===== src/rtl/alu_pkg.sv =====
// Shared types and constants for the execute-stage ALU.
// Imported by the adder, the bus interface, the top and the bench.
package alu_pkg;

  localparam int DATA_W = 8;

  typedef enum logic [1:0] {
    OP_ADDSUB = 2'b00,
    OP_ANDB   = 2'b01,
    OP_XOR    = 2'b10,
    OP_SHIFT  = 2'b11
  } alu_op_e;

  typedef enum logic [1:0] {
    BR_Z = 2'b00,
    BR_N = 2'b01,
    BR_V = 2'b10,
    BR_C = 2'b11
  } br_sel_e;

endpackage


===== src/rtl/alu_if.sv =====
// Operand/control bundle into the ALU and its registered result.
// The datapath drives the master side; the ALU owns the slave side.
interface alu_if;
  import alu_pkg::*;

  logic [DATA_W-1:0] in1;
  logic [DATA_W-1:0] in2;
  alu_op_e           alu_op;
  logic              sub;
  logic              branch;
  br_sel_e           branch_sel;
  logic              shift_left;
  logic [DATA_W-1:0] out_val;

  modport master (
    output in1, in2, alu_op, sub, branch, branch_sel, shift_left,
    input  out_val
  );

  modport slave (
    input  in1, in2, alu_op, sub, branch, branch_sel, shift_left,
    output out_val
  );

endinterface


===== src/rtl/alu_addsub.sv =====
// Combinational adder/subtractor producing the sum and the Z/N/V/C flags.
// For subtract, the carry output is set when no borrow occurred.
module alu_addsub
  import alu_pkg::*;
(
  input  logic [DATA_W-1:0] a,
  input  logic [DATA_W-1:0] b,
  input  logic              sub,
  output logic [DATA_W-1:0] r,
  output logic              z,
  output logic              n,
  output logic              v,
  output logic              c
);

  logic [DATA_W-1:0] bx;
  logic [DATA_W:0]   sum;

  // Subtract is A + ~B + 1; the extra bit of the sum is the carry.
  always_comb begin
    bx  = b ^ {DATA_W{sub}};
    sum = {1'b0, a} + {1'b0, bx} + {{DATA_W{1'b0}}, sub};
    r   = sum[DATA_W-1:0];
    c   = sum[DATA_W];
    z   = (r == '0);
    n   = r[DATA_W-1];
    v   = (a[DATA_W-1] == bx[DATA_W-1]) & (r[DATA_W-1] != a[DATA_W-1]);
  end

endmodule


===== src/rtl/alu.sv =====
// Eight-bit execute-stage ALU: operation mux, branch flag mux and a
// single result register giving one cycle of latency.
module alu
  import alu_pkg::*;
(
  input  logic  clk,
  input  logic  rst_n,
  alu_if.slave  bus
);

  logic [DATA_W-1:0] sum_r;
  logic              flag_z;
  logic              flag_n;
  logic              flag_v;
  logic              flag_c;
  logic              flag;
  logic [DATA_W-1:0] op_result;
  logic [DATA_W-1:0] next_val;

  alu_addsub u_addsub (
    .a   (bus.in1),
    .b   (bus.in2),
    .sub (bus.sub),
    .r   (sum_r),
    .z   (flag_z),
    .n   (flag_n),
    .v   (flag_v),
    .c   (flag_c)
  );

  // Shift amounts of DATA_W or more already yield zero with SV shift
  // semantics, so the full in2 byte is used directly as the amount.
  always_comb begin
    op_result = '0;
    unique case (bus.alu_op)
      OP_ADDSUB: op_result = sum_r;
      OP_ANDB:   op_result = bus.in2[0] ? bus.in1 : '0;
      OP_XOR:    op_result = bus.in1 ^ bus.in2;
      OP_SHIFT:  op_result = bus.shift_left ? (bus.in1 << bus.in2)
                                            : (bus.in1 >> bus.in2);
      default:   op_result = '0;
    endcase
  end

  always_comb begin
    flag = 1'b0;
    unique case (bus.branch_sel)
      BR_Z:    flag = flag_z;
      BR_N:    flag = flag_n;
      BR_V:    flag = flag_v;
      BR_C:    flag = flag_c;
      default: flag = 1'b0;
    endcase
    next_val = bus.branch ? {{(DATA_W-1){1'b0}}, flag} : op_result;
  end

  always_ff @(posedge clk or negedge rst_n) begin
    if (!rst_n) begin
      bus.out_val <= '0;
    end else begin
      bus.out_val <= next_val;
    end
  end

endmodule


===== src/flat_wrapper.sv =====
// flat-port wrapper written by rule: the top's interface ports become plain ports
module alu_flat import alu_pkg::*;
  (clk, rst_n, bus_in1, bus_in2, bus_alu_op, bus_sub, bus_branch, bus_branch_sel, bus_shift_left, bus_out_val);
  alu_if bus_i ();
  input  logic clk;
  input  logic rst_n;
  input wire logic [$bits(bus_i.in1)-1:0] bus_in1;
  input wire logic [$bits(bus_i.in2)-1:0] bus_in2;
  input wire logic [$bits(bus_i.alu_op)-1:0] bus_alu_op;
  input wire logic [$bits(bus_i.sub)-1:0] bus_sub;
  input wire logic [$bits(bus_i.branch)-1:0] bus_branch;
  input wire logic [$bits(bus_i.branch_sel)-1:0] bus_branch_sel;
  input wire logic [$bits(bus_i.shift_left)-1:0] bus_shift_left;
  output wire logic [$bits(bus_i.out_val)-1:0] bus_out_val;
  assign bus_i.in1 = bus_in1;
  assign bus_i.in2 = bus_in2;
  assign bus_i.alu_op = bus_alu_op;
  assign bus_i.sub = bus_sub;
  assign bus_i.branch = bus_branch;
  assign bus_i.branch_sel = bus_branch_sel;
  assign bus_i.shift_left = bus_shift_left;
  assign bus_out_val = bus_i.out_val;
  alu u_core (.clk(clk), .rst_n(rst_n), .bus(bus_i));
endmodule

===== config.mk =====
export PLATFORM = sky130hd
export DESIGN_NAME = alu_flat
export DESIGN_NICKNAME = d
export VERILOG_FILES = /design/src/rtl/alu_pkg.sv /design/src/rtl/alu_if.sv /design/src/rtl/alu_addsub.sv /design/src/rtl/alu.sv /design/src/flat_wrapper.sv
export SDC_FILE = /design/constraint.sdc
export NUM_CORES = 1
export LEC_CHECK = 0
export ABC_AREA = 1
export CORE_MARGIN = 2
export CORE_UTILIZATION = 48
export DETAILED_ROUTE_END_ITERATION = 7
export GPL_ROUTABILITY_DRIVEN = 0
export PLACE_DENSITY = 0.9
export SYNTH_ARGS = -nofsm -noshare
export SYNTH_HDL_FRONTEND = slang
export SYNTH_HIERARCHICAL = 1
export SYNTH_SLANG_ARGS = --single-unit

===== constraint.sdc =====
create_clock -name clk -period 0.8 [get_ports clk]
set_input_delay 0.08 -clock clk [delete_from_list [all_inputs] [get_ports clk]]
set_output_delay 0.08 -clock clk [all_outputs]
set_load 0.03 [all_outputs]

==> metrics.cfg, run 1 <==
[layout]
nets=414
top_regs=u_core/bus.out_val (8)
final_cell_mix=66 x nand2_1, 48 x buf_4, 30 x nand3_1
mostFrequentLayoutCell=nand2_1
layout-drive-gt1-share_pct=47.9
final_cell_area_um2=3010
num_antenna_cells=0
largest_reg_flops=8
area_growth_pct=76.1
regMostFlops=u_core/bus.out_val

[power_and_ir_drop]
p_leak_nw=1.48
power_density_nw_per_um2=1130
clockPowerShare_pct=9.1
switching_share_pct=47.1
irDropWorstVdd_mv=0.680
p_comb_share_pct=77.3
power_frac_seq_pct=13.5
netSwitchingPower_mw=1.60
power.internal_mw=1.80

[sta]
post-route-min-period_ns=1.85
whs_ns=0.0903
max-slew-margin-rel_pct=73.1
hold_violations=0
finalSetupViolCount=16
worst_slack_ns=-1.05
min_period_over_period_pct=231
fmax_ghz=0.541
tightest_slew_ns=0.403
slew_violations=0
rsz0062_at_grt=yes

[placed_design]
io_buffers=32
pre_cts_slack_ns=-1.59
placed_area_um2=2410
hpwl_mm=4.42

[global_routing]
grt.total_usage_pct=36.2
antenna_found_initial=0
grt-ovfl-total=0
grt_pass1_wl_mm=11.4
grt_max_degree=18
grt_pass1_vias=2404

[cts]
clkSinkCount=8
cts_buffers=3
htreeDepth=1
clkTransAtPathRegs_ns=0.05
postCtsHoldBufs=0
root_buffer=clkbuf_4
cts.path.max_buffers=2
cts_tree=done

[synthesis]
ys_seq_area_share_pct=11.7
yosysWarnings=6
synth_nets=325
syn_area_per_cell_um2=5.88
ys_types=34
synth_edf_count=0
syn_area_um2=1710
ys_async_sr_fraction_pct=100
netlist_instances=291
synth_top_flop_cell=dfrtp_1
ys_ff_latch=8

[routing]
ant_nets=0
wire_per_inst_um=20.5
vias=2716
via_per_inst=6.41
routed_wl_mm=8.70
firstDrtPassIters=8
dr.first_iter.drc_count=557
drc=27

[floorplanning]
rows=21
io_pins=33
start_util_pct=50.5
die_w_um=63.7
dieArea_um2=4060
core_area_um2=3390
die_y_um=63.7

[run_status]
status=finished with violations
failed_checks=DRC, setup timing

[worst_setup_path]
cp_max_fo=3
start_kind=input pin
path_class=in2reg
crit_family=simple AND/OR/NAND/NOR gates
end_kind=register
crit_chain=buf_2 > inv_2 > nand2_4 > nand2_4 > inv_2 > fa_2 > buf_6 > o21ai_4 > xnor2_2 > nand3_2 > nor2_1 > inv_1 > nor2_1 > a211o_1 > nand3_1 > nand2_1
critPathArrivalTime_ns=2.05
required_ns=1.00
crit_slowest_cell=fa_2
cp_num_buf_inv=5
slowest_delay_ns=0.42

[run]
max_cap_violations=0

[worst_hold_path]
hold_path.class=in2async

==> worst paths after layout <==
check	startpoint	end	slack [ns]	cells after the start
min in group clk	bus_in2[3]	u_core/bus.out_val[1]	0.46	6
setup / recovery	bus_in2[0]	u_core/bus.out_val[0]	-1.05	16
max in group asynchronous	rst_n	u_core/bus.out_val[1]	0.46	1
hold / removal	rst_n	u_core/bus.out_val[6]	0.09	1
==> cells by family (layout without fill, tap and decap cells) <==
family          count (synthesis)  count (layout)  share of synthesized area (%)
flops                           8               8                           11.7
buf+inv                        43             130                           11.3
xor+xnor                       13              13                           6.65
compound gates                 47              47                           16.4
fa+ha+maj                       9               9                           7.02
simple gates                  171             171                           46.9
==> power groups by stage <==
stage | Combinational, mW | Clock [mW] | Sequential (mW)
detailed placement | 1.69 | 0 | 0.458
floorplan | 0.886 | 0 | 0.534
global placement | 1.64 | 0 | 0.456
global route | 2.74 | 0.342 | 0.463
finish | 2.63 | 0.312 | 0.461
CTS | 2.13 | 0.304 | 0.459
==> cells in the mapped netlist (4+ instances only) <==
cell type,count,share of area (%)
a21oi_1,16,4.7
buf_2,4,1.2
dfrtp_1,8,12
ha_1,8,5.8
inv_1,32,7.0
nand2_1,87,19
nand2_2,7,2.6
nand3_1,36,11
nand4_1,7,2.6
nor2_1,23,5.0
o21ai_0,14,4.1
xor2_1,10,5.1
==> per-stage QoR <==
stage               setup TNS [ns]  total power [mW]  std cells  util [%]
floorplan                    -4.74              1.42        291         -
global placement            -10.01              2.09        406      71.0
detailed placement          -10.50              2.15        406      71.0
CTS                          -5.21              2.89        422      83.4
global route                 -6.47              3.54        424      88.9
finish                       -6.00              3.41        424      88.9
==> repair_timing <==
action                     CTS  global route
gates cloned                 2             0
setup buffers               11             4
pin swaps                   45            30
setup endpoints to repair   16            16
resized for setup          118            59
==> metal layers <==
metal	part of all wire [%]	wire, um	track usage, %	vias up
li1	-	-	-	1142
met1	33	2880	39.5	1199
met2	47	4080	63.8	272
met3	9.8	853	4.29	103
met4	10	887	26.4	0
met5	0	0	0	-
==> area by class of cell <==
class | instances | area (um^2)
inverter | 33 | 124
fill | 150 | 375
clock buffer | 3 | 22.5
timing repair buffer | 94 | 848
sequential | 8 | 200
multi-input combinational | 240 | 1760
tap | 46 | 57.6
Note: power is estimated with default switching activity, not from simulation.
==> inputs of run 2 (changes only) <==
--- a/config.mk
+++ b/config.mk
@@ -7,10 +7,11 @@
 export LEC_CHECK = 0
 export ABC_AREA = 1
 export CORE_MARGIN = 2
-export CORE_UTILIZATION = 48
+export CORE_UTILIZATION = 49
+export CTS_BUF_LIST = sky130_fd_sc_hd__clkbuf_8
 export DETAILED_ROUTE_END_ITERATION = 7
 export GPL_ROUTABILITY_DRIVEN = 0
-export PLACE_DENSITY = 0.9
+export PLACE_DENSITY = 0.91
 export SYNTH_ARGS = -nofsm -noshare
 export SYNTH_HDL_FRONTEND = slang
 export SYNTH_HIERARCHICAL = 1
==> metrics.cfg, run 2 (synthesis gave the netlist of run 1 again) <==
[worst_setup_path]
worstSetupEndpoint=u_core/bus.out_val[0]
crit_slowest_cell=ha_4
crit_family=simple AND/OR/NAND/NOR gates
crit_chain=clkdlybuf4s15_2 > xor2_2 > ha_4 > nand2_2 > nand2_2 > inv_2 > nand2_2 > nand2_1 > nand3_1 > nor2_1 > nand2_1 > nor2_1 > inv_1 > nor2_1 > a211o_1 > nand3_1 > nand2_1
slowest_delay_ns=0.26  ; -0.16 ns
worstSetupStartpoint=bus_in2[2]
critPathArrivalTime_ns=2.25  ; +0.20 ns
cp_num_buf_inv=3  ; -2
cp_max_fo=4  ; +1
start_kind=input pin
cp.depth=17  ; +1
path_class=in2reg
required_ns=0.96  ; -0.04 ns
end_kind=register

[power_and_ir_drop]
p_leak_nw=1.48  ; +0.19%
irDropWorstVdd_mv=0.688  ; +1.2%
total_power_mw=3.76  ; +10%
power_density_nw_per_um2=1220  ; +8.3%

[global_routing]
grt_pass1_wl_mm=11.9  ; +4.4%
antenna_found_initial=0  ; unchanged
grt_max_degree=18  ; unchanged
grt.total_usage_pct=37.9  ; +1.7 points
grt-ovfl-total=0  ; unchanged
grt_pass1_vias=2581  ; +7.4%

[sta]
setup_tns_ns=-7.26  ; -1.26 ns
post-route-min-period_ns=2.09  ; +0.242 ns
max-slew-margin-rel_pct=64.2  ; -8.9 points
hold_violations=0  ; unchanged
worst_slack_ns=-1.29  ; -0.242 ns
rsz0062_at_grt=yes
slew_violations=0  ; unchanged
finalSetupViolCount=15  ; -1
min_period_over_period_pct=261  ; +30 points
fmax_ghz=0.479  ; -12%
tightest_slew_ns=0.537  ; +0.134 ns

[routing]
firstDrtPassIters=8  ; unchanged
drc=0  ; -100%
routed_wl_mm=10.8  ; +24%
via_per_inst=7.11  ; +11%
vias=3021  ; +11%
wire_per_inst_um=25.4  ; +24%
ant_nets=0  ; unchanged
dr.first_iter.drc_count=790  ; +42%

[layout]
mostFrequentLayoutCell=nand2_1
layout-drive-gt1-share_pct=47.8  ; -0.13 points
fillers=118  ; -21%
largest_reg_flops=8  ; unchanged
final_cell_mix=63 x nand2_1, 49 x buf_4, 29 x nand3_1
regMostFlops=u_core/bus.out_val
area_growth_pct=79.3
top_regs=u_core/bus.out_val (8)
num_antenna_cells=0  ; unchanged
nets=415  ; +0.24%
utilization_pct=92.0  ; +3.1 points

[floorplanning]
rows=21  ; unchanged
core_area_um2=3340  ; -1.6%
dieArea_um2=3980  ; -1.9%
start_util_pct=51.3  ; +0.80 points
die_w_um=63.1  ; -0.97%
die_y_um=63.1  ; -0.97%
io_pins=33  ; unchanged

[run_status]
failed_checks=setup timing
status=finished with violations

[cts]
cts_tree=done
htreeDepth=1  ; unchanged
cts.path.max_buffers=2  ; unchanged
root_buffer=clkbuf_8
postCtsHoldBufs=0  ; unchanged
cts_buffers=3  ; unchanged
clkTransAtPathRegs_ns=0.04  ; about the same
clkSinkCount=8  ; unchanged

[placed_design]
hpwl_mm=4.64  ; +4.9%
io_buffers=32  ; unchanged

[run]
max_cap_violations=0  ; unchanged

[worst_hold_path]
hold_path.class=in2async

[run 2: changes by cell type in the layout (fill, tap and decap cells not counted), sizes merged]
cell           change
dlymetal6s2s       -2
clkdlybuf4s15      +1
buf                +1
dlygate4sd2        +1
[run 2: cell type report]
| type | instances | area, um^2 | share of cell area [%] |
|---|---|---|---|
| Clock buffer | 3 | 41.3 | 1.35 |
| Inverter | 33 | 124 | 4.04 |
| Multi-Input combinational cell | 240 | 1800 | 58.7 |
| Sequential cell | 8 | 200 | 6.52 |
| Tap cell | 46 | 57.6 | 1.88 |
| Timing Repair Buffer | 95 | 845 | 27.5 |
[run 2: per-stage QoR]
step	std cells	hold WS [ns]	setup slack [ns]	area, um^2
after floorplan	291	-0.216	-0.921	1750
after global placement	408	0.359	-1.55	2400
after detailed placement	408	0.361	-1.60	2400
after CTS	419	0.122	-0.918	2830
after global routing	425	0.140	-1.21	3070
final	425	0.124	-1.29	3070
[run 2: what timing repair did]
| item | CTS | global route |
|---|---|---|
| pin swaps | 49 | 36 |
| setup buffers | 9 | 7 |
| endpoints found under the setup margin | 16 | 16 |
| gates resized for setup | 130 | 55 |
[run 2: how the worst min path moves through the flow]
| stage | start | end | slack (ns) | cells after the start |
|---|---|---|---|---|
| finish | rst_n | u_core/bus.out_val[3] | 0.12 | 1 |
| global route | rst_n | u_core/bus.out_val[4] | 0.14 | 1 |
| CTS | rst_n | u_core/bus.out_val[1] | 0.12 | 1 |
| detailed placement | rst_n | u_core/bus.out_val[1] | 0.36 | 1 |
| global placement | rst_n | u_core/bus.out_val[6] | 0.36 | 1 |
| floorplan | rst_n | u_core/bus.out_val[0] | -0.22 | 0 |
[run 2: power by group]
group	leakage, nW	total (mW)	switching [mW]	internal (mW)
Sequential	0.105	0.461	0.0181	0.443
Clock	0.0216	0.463	0.138	0.324
Combinational	1.36	2.83	1.61	1.23
[run 2: layer usage]
metal,GRT usage [%],routed length [um],up-vias
met5,0,0,-
met4,27.8,1380,0
met3,5.36,1720,175
met2,66.6,4410,402
met1,41.1,3280,1303
li1,-,-,1141
